[src/rtl/instruction_fetch_if.sv]
// Fetch-stage bus: instruction memory port, hazard/branch controls and IF/ID register outputs.
// master = fetch stage, slave = memory plus downstream pipeline.
interface instruction_fetch_if;
    logic [63:0] InstrAddr;
    logic [31:0] Instruction;
    logic        Stall;
    logic        BranchTaken;
    logic [63:0] BranchTarget;
    logic [63:0] IF_ID_PC;
    logic [31:0] IF_ID_Instr;
    logic        IF_ID_Valid;
    logic        Halted;
    logic [31:0] FetchCount;

    modport master (
        output InstrAddr, IF_ID_PC, IF_ID_Instr, IF_ID_Valid, Halted, FetchCount,
        input  Instruction, Stall, BranchTaken, BranchTarget
    );

    modport slave (
        input  InstrAddr, IF_ID_PC, IF_ID_Instr, IF_ID_Valid, Halted, FetchCount,
        output Instruction, Stall, BranchTaken, BranchTarget
    );
endinterface

[src/rtl/instruction_fetch.sv]
// LEGv8 fetch stage: PC register, IF/ID capture, stall/redirect handling, halt past the program.
// One instruction per cycle; Stall freezes everything, BranchTaken redirects and squashes IF/ID.
module instruction_fetch #(
    parameter logic [63:0] RESET_PC  = 64'h0,
    parameter logic [63:0] MEM_LIMIT = 64'h60
) (
    input  logic                       CLK,
    input  logic                       Reset,
    instruction_fetch_if.master        bus
);
    typedef enum logic {S_RUN, S_HALT} state_t;

    state_t      r_state;
    state_t      w_state_nxt;
    logic [63:0] r_pc;
    logic [63:0] r_if_pc;
    logic [31:0] r_if_instr;
    logic        r_if_vld;
    logic [31:0] r_fetch_cnt;

    logic        w_in_range;
    logic        w_fetch;
    logic        w_squash;
    logic        w_halted;
    logic [63:0] w_tgt;

    assign w_in_range = (r_pc < MEM_LIMIT);
    assign w_tgt      = bus.BranchTarget & ~64'h3;

    always_ff @(posedge CLK) begin
        if (Reset) r_state <= S_RUN;
        else       r_state <= w_state_nxt;
    end

    always_comb begin
        w_state_nxt = r_state;
        if (bus.BranchTaken)
            w_state_nxt = S_RUN;
        else if (!bus.Stall && r_state == S_RUN && !w_in_range)
            w_state_nxt = S_HALT;
    end

    // Any unstalled cycle that does not fetch leaves IF/ID empty (halt edge, or already halted).
    always_comb begin
        w_fetch  = 1'b0;
        w_halted = 1'b0;
        case (r_state)
            S_RUN:   w_fetch  = !bus.BranchTaken && !bus.Stall && w_in_range;
            S_HALT:  w_halted = 1'b1;
            default: w_halted = 1'b0;
        endcase
        w_squash = bus.BranchTaken || (!bus.Stall && !w_fetch);
    end

    always_ff @(posedge CLK) begin
        if (Reset) begin
            r_pc        <= RESET_PC;
            r_if_pc     <= 64'h0;
            r_if_instr  <= 32'h0;
            r_if_vld    <= 1'b0;
            r_fetch_cnt <= 32'h0;
        end else if (bus.BranchTaken) begin
            r_pc     <= w_tgt;
            r_if_vld <= 1'b0;
        end else if (w_fetch) begin
            r_if_pc     <= r_pc;
            r_if_instr  <= bus.Instruction;
            r_if_vld    <= 1'b1;
            r_pc        <= r_pc + 64'd4;
            if (r_fetch_cnt != 32'hFFFF_FFFF)
                r_fetch_cnt <= r_fetch_cnt + 32'd1;
        end else if (w_squash) begin
            r_if_vld <= 1'b0;
        end
    end

    assign bus.InstrAddr   = r_pc;
    assign bus.IF_ID_PC    = r_if_pc;
    assign bus.IF_ID_Instr = r_if_instr;
    assign bus.IF_ID_Valid = r_if_vld;
    assign bus.Halted      = w_halted;
    assign bus.FetchCount  = r_fetch_cnt;
endmodule

[src/flat_wrapper.sv]
// flat-port wrapper written by rule: the top's interface ports become plain ports
module instruction_fetch_flat 
#(
    parameter logic [63:0] RESET_PC  = 64'h0,
    parameter logic [63:0] MEM_LIMIT = 64'h60
)
  (CLK, Reset, bus_InstrAddr, bus_IF_ID_PC, bus_IF_ID_Instr, bus_IF_ID_Valid, bus_Halted, bus_FetchCount, bus_Instruction, bus_Stall, bus_BranchTaken, bus_BranchTarget);
  instruction_fetch_if bus_i ();
  input  logic CLK;
  input  logic Reset;
  output wire logic [$bits(bus_i.InstrAddr)-1:0] bus_InstrAddr;
  output wire logic [$bits(bus_i.IF_ID_PC)-1:0] bus_IF_ID_PC;
  output wire logic [$bits(bus_i.IF_ID_Instr)-1:0] bus_IF_ID_Instr;
  output wire logic [$bits(bus_i.IF_ID_Valid)-1:0] bus_IF_ID_Valid;
  output wire logic [$bits(bus_i.Halted)-1:0] bus_Halted;
  output wire logic [$bits(bus_i.FetchCount)-1:0] bus_FetchCount;
  input wire logic [$bits(bus_i.Instruction)-1:0] bus_Instruction;
  input wire logic [$bits(bus_i.Stall)-1:0] bus_Stall;
  input wire logic [$bits(bus_i.BranchTaken)-1:0] bus_BranchTaken;
  input wire logic [$bits(bus_i.BranchTarget)-1:0] bus_BranchTarget;
  assign bus_InstrAddr = bus_i.InstrAddr;
  assign bus_IF_ID_PC = bus_i.IF_ID_PC;
  assign bus_IF_ID_Instr = bus_i.IF_ID_Instr;
  assign bus_IF_ID_Valid = bus_i.IF_ID_Valid;
  assign bus_Halted = bus_i.Halted;
  assign bus_FetchCount = bus_i.FetchCount;
  assign bus_i.Instruction = bus_Instruction;
  assign bus_i.Stall = bus_Stall;
  assign bus_i.BranchTaken = bus_BranchTaken;
  assign bus_i.BranchTarget = bus_BranchTarget;
  instruction_fetch #(.RESET_PC(RESET_PC), .MEM_LIMIT(MEM_LIMIT)) u_core (.CLK(CLK), .Reset(Reset), .bus(bus_i));
endmodule
[config.mk]
export PLATFORM = sky130hd
export DESIGN_NAME = instruction_fetch_flat
export DESIGN_NICKNAME = d
export VERILOG_FILES = /design/src/rtl/instruction_fetch_if.sv /design/src/rtl/instruction_fetch.sv /design/src/flat_wrapper.sv
export SDC_FILE = /design/constraint.sdc
export NUM_CORES = 1
export LEC_CHECK = 0
export ABC_CLOCK_PERIOD_IN_PS = 6200
export BUFFER_PORTS_ARGS = -buffer_cell sky130_fd_sc_hd__buf_2
export CORE_ASPECT_RATIO = 0.75
export CORE_UTILIZATION = 51
export DETAILED_ROUTE_END_ITERATION = 12
export GPL_ROUTABILITY_DRIVEN = 0
export PLACE_DENSITY = 0.85
export SYNTH_ARGS = -nofsm -noshare
export SYNTH_HDL_FRONTEND = slang
export SYNTH_SLANG_ARGS = --single-unit
export TNS_END_PERCENT = 50
[constraint.sdc]
create_clock -name CLK -period 6.2 [get_ports CLK]
set_clock_uncertainty 0.05 [all_clocks]
set_input_delay 1.24 -clock CLK [delete_from_list [all_inputs] [get_ports CLK]]
set_output_delay 1.24 -clock CLK [all_outputs]
set_load 0.005 [all_outputs]
==> metrics.log <==
INFO  metric worst_skew_pair.late_latency = 0.43 ns
INFO  metric design.final.nets = roughly 1100
INFO  metric min-delay-path-class = reg2reg
INFO  metric power.sequential.fraction = between 40% and 50%
INFO  metric yosysWarningCount = 0
INFO  metric synth-compound-area-share = 5.43%
INFO  metric critical_path_startpoint_category = input pin
INFO  metric synthAdderAreaFrac = 0.365%
INFO  metric synth-main-ff-cell = sky130_fd_sc_hd__dfxtp_1
INFO  metric setup_repair_after_global_routing_missed_its_margin = false
INFO  metric power.share.clock = 45.2%
INFO  metric timing.critical_path.fanout_max = 70
INFO  metric clk_root_buffer_cell = sky130_fd_sc_hd__clkbuf_16
INFO  metric netlist.top_cell.by_area = sky130_fd_sc_hd__dfxtp_1
INFO  metric post-synth-top-area-fraction = 55.4%
INFO  metric grt_first_pass_wirelength = 27000 um
INFO  metric drt_drc_violations_left = 0
INFO  metric run_status = complete, no violations
INFO  metric fin_setup_tns = 0 ns
INFO  metric antenna_left = 0
INFO  metric final_core_util = between 60 and 70%
INFO  metric period_needed = 3.50 ns
INFO  metric detailedPlace.worstSlack = 2.24 ns
INFO  metric ctsHtreeMaxLevel = 4
INFO  metric die_width = 136 um
INFO  metric achievable-frequency = 286 MHz
INFO  metric worst_setup_path_end_kind = register
INFO  metric syn_area_per_cell = 9.45 sq um
INFO  metric post_cts_hold_buffer_count = 0
INFO  metric detailed_place.area = approximately 8300 sq um
INFO  metric grt_pass1_vias = 5472
INFO  metric post_synth_instance_area = approximately 6900 sq um
INFO  metric post_cts_resize_count = 0
INFO  metric most_frequent_standard_cell_in_the_layout_excluding_fill_and_tap_cells = sky130_fd_sc_hd__buf_2
INFO  metric detail_route.wirelength = about 17000 um
INFO  metric final-hold-violation-count = 0
INFO  metric timing_max_transition_violations_final = 0
INFO  metric synth_top_family_by_area = simple AND/OR/NAND/NOR gates
INFO  metric clkSinkCount = 190
INFO  metric layout-area-overhead-vs-synth = 31.1%
INFO  metric viasPerCell = 5.11
INFO  metric synth.ff_latch_count = 190
INFO  metric first_pass_detailed_route_iteration_total = 4
INFO  metric fp.dieArea = 13900 sq um
INFO  metric yosys.area_share.simple = 24.5%
INFO  metric clkSlewWorstSetupHoldPaths = 0.08 ns
INFO  metric tritoncts = done
INFO  metric synth_enable_flop_cells = 0
INFO  metric fp-row-count = 36
INFO  metric ratio_of_cells_with_drive_above_1_in_the_final_layout = between 30% and 40%
INFO  metric synth_cells = 726
INFO  metric cellLeakagePower = ~4.3 nW
INFO  metric grt.total_usage = 25.1%
INFO  metric layout_setup_ws = ~2.7 ns
INFO  metric drv_cap = 0
INFO  metric ys_async_sr_fraction = 0%
INFO  metric grt_antenna_before_repair = 1
INFO  metric vdd.ir_drop.worst = between 0.15 and 0.2 mV
INFO  metric switchingPower = 648 uW
INFO  metric vias = 5989
INFO  metric max_slew_margin = between 30 and 40%
INFO  metric fin_area = 9000 sq um
INFO  metric synth-seq-area-share = 55.4%
INFO  metric layout_common_cells = 285 x sky130_fd_sc_hd__buf_2, 190 x sky130_fd_sc_hd__dfxtp_1, 89 x sky130_fd_sc_hd__nand2_1
INFO  metric final.period_utilization = 56.4%
INFO  metric switching_share = 25.3%
INFO  metric pwr-share-comb = 5.5%
INFO  metric finalSetupViolCount = 0
INFO  metric ys_types = 44
INFO  metric start_util = 52.5%
INFO  metric internal_power = 1.92 mW
INFO  metric num_io_pins = 294
INFO  metric cellPowerDensity = 285 nW/um^2
INFO  metric yosys-mux-area-fraction = under 10%
INFO  metric post_cts.repair.setup_buffers = 0
INFO  metric fin_worst_hold_slack = 0.400 ns
INFO  metric cts_buffers = 17
INFO  metric largest_net_degree_at_the_start_of_global_routing = 75
INFO  metric floorplan.die.height = 102 um
INFO  metric detailed_place_hpwl = about 12000 um
INFO  metric yosys.area_share.xor_xnor = under 10%
INFO  metric timing_worst_slew_pin_value = 1.04 ns
INFO  metric dr.first_iter.drc_count = 378
INFO  metric wl_per_cell = 14.8 um
INFO  metric floorplan_core_area = 13100 sq um
INFO  metric io_buffers = 287
INFO  metric overflow_left_after_global_routing = 0
INFO  metric worst_ep_required_time = 6.51 ns
INFO  metric worst-endpoint-arrival = about 3.8 ns
INFO  metric synthTopCellsByArea = sky130_fd_sc_hd__dfxtp_1 55%, sky130_fd_sc_hd__mux2i_1 8.3%, sky130_fd_sc_hd__and2_1 5.2%
INFO  metric num_antenna_cells = 0
INFO  metric ctsLongestPathBuffers = 2
INFO  metric worstSetupPathType = in2reg
-- cells in the mapped netlist (2+ instances only) --
cell type                    n
sky130_fd_sc_hd__ha_1        2
sky130_fd_sc_hd__clkbuf_1   39
sky130_fd_sc_hd__xnor2_1    15
sky130_fd_sc_hd__a31oi_1     3
sky130_fd_sc_hd__nand4_1    10
sky130_fd_sc_hd__nand2_1    89
sky130_fd_sc_hd__nor2_1     89
sky130_fd_sc_hd__a211oi_1    2
sky130_fd_sc_hd__nor4b_1     2
sky130_fd_sc_hd__nand3_1    21
sky130_fd_sc_hd__or3_1       5
sky130_fd_sc_hd__a21oi_1    51
sky130_fd_sc_hd__o31ai_1     4
sky130_fd_sc_hd__xor2_1      5
sky130_fd_sc_hd__o21ai_0     4
sky130_fd_sc_hd__inv_1       3
sky130_fd_sc_hd__buf_4       4
sky130_fd_sc_hd__nor4_2      5
sky130_fd_sc_hd__dfxtp_1   190
sky130_fd_sc_hd__nor4_1     14
sky130_fd_sc_hd__nor3_1     14
sky130_fd_sc_hd__nor3b_1     3
sky130_fd_sc_hd__and2_1     57
sky130_fd_sc_hd__or4_1       6
sky130_fd_sc_hd__mux2i_1    57
sky130_fd_sc_hd__buf_1       4
sky130_fd_sc_hd__and3_1      9
sky130_fd_sc_hd__nor2b_1     2
sky130_fd_sc_hd__a221oi_1    2
-- metrics by stage --
stage / cells / total power [mW]
floorplan: 729 / 1.36
global placement: 1141 / 1.43
detailed placement: 1141 / 1.43
CTS: 1173 / 2.58
global route: 1173 / 2.65
finish: 1173 / 2.56
-- critical path: stages --
cell,delay [ns]
sky130_fd_sc_hd__buf_4,0.42
sky130_fd_sc_hd__nor3_1,0.57
sky130_fd_sc_hd__and2_2,0.86
sky130_fd_sc_hd__nand4_1,0.22
sky130_fd_sc_hd__or2_2,0.32
sky130_fd_sc_hd__a31oi_1,0.15
-- power groups by stage --
stage | Clock [mW] | Sequential (mW) | Combinational, mW
3_3_place_gp | 0 | 1.29 | 0.137
2_1_floorplan | 0 | 1.29 | 0.0722
3_5_place_dp | 0 | 1.29 | 0.140
5_1_grt | 1.23 | 1.27 | 0.155
4_1_cts | 1.18 | 1.26 | 0.141
6_report | 1.16 | 1.26 | 0.140
-- path summary, 6_finish.rpt --
check,start,to,slack [ns],cells after the start
max reg2reg,u_core.bus.InstrAddr[17],u_core.bus.InstrAddr[5],3.13,7
min,u_core.bus.IF_ID_Instr[5],u_core.bus.IF_ID_Instr[5],0.40,2
min reg2reg,u_core.bus.IF_ID_Instr[5],u_core.bus.IF_ID_Instr[5],0.40,2
max,bus_BranchTaken,u_core.bus.InstrAddr[5],2.70,6
-- layout make-up --
cell class	instances	area, sq um
repair buffers	290	1460
clock inverters	15	223
well taps	171	214
inverters	3	11.3
clock buffers	17	425
flip-flops and latches	190	3800
fillers	1064	4070
multi-input cells	487	2860
-- flip-flops by register name, summed over array words and instances, names as in the netlist --
| register | count |
|---|---|
| u_core.bus.FetchCount | 32 |
| u_core.r_state | 1 |
| u_core.bus.IF_ID_Instr | 32 |
| u_core.bus.IF_ID_PC | 62 |
| u_core.bus.IF_ID_Valid | 1 |
| u_core.bus.InstrAddr | 62 |
-- kinds of logic (layout without fill, tap and decap cells) --
family	Yosys count	after routing
AOI/OAI and AO/OA	68	68
xor gates and xnor gates	20	20
adders and majority gates	2	2
buffers and inverters	52	325
DFF	190	190
muxes	58	58
other	1	4
and+or+nand+nor	335	335
-- routing by layer --
layer	global-route usage, %	wire length (um)
met1	30.5	7230
met2	40.0	8300
met3	7.94	1330
met4	13.8	505
met5	0	13
(Power assumes the default switching activity.)
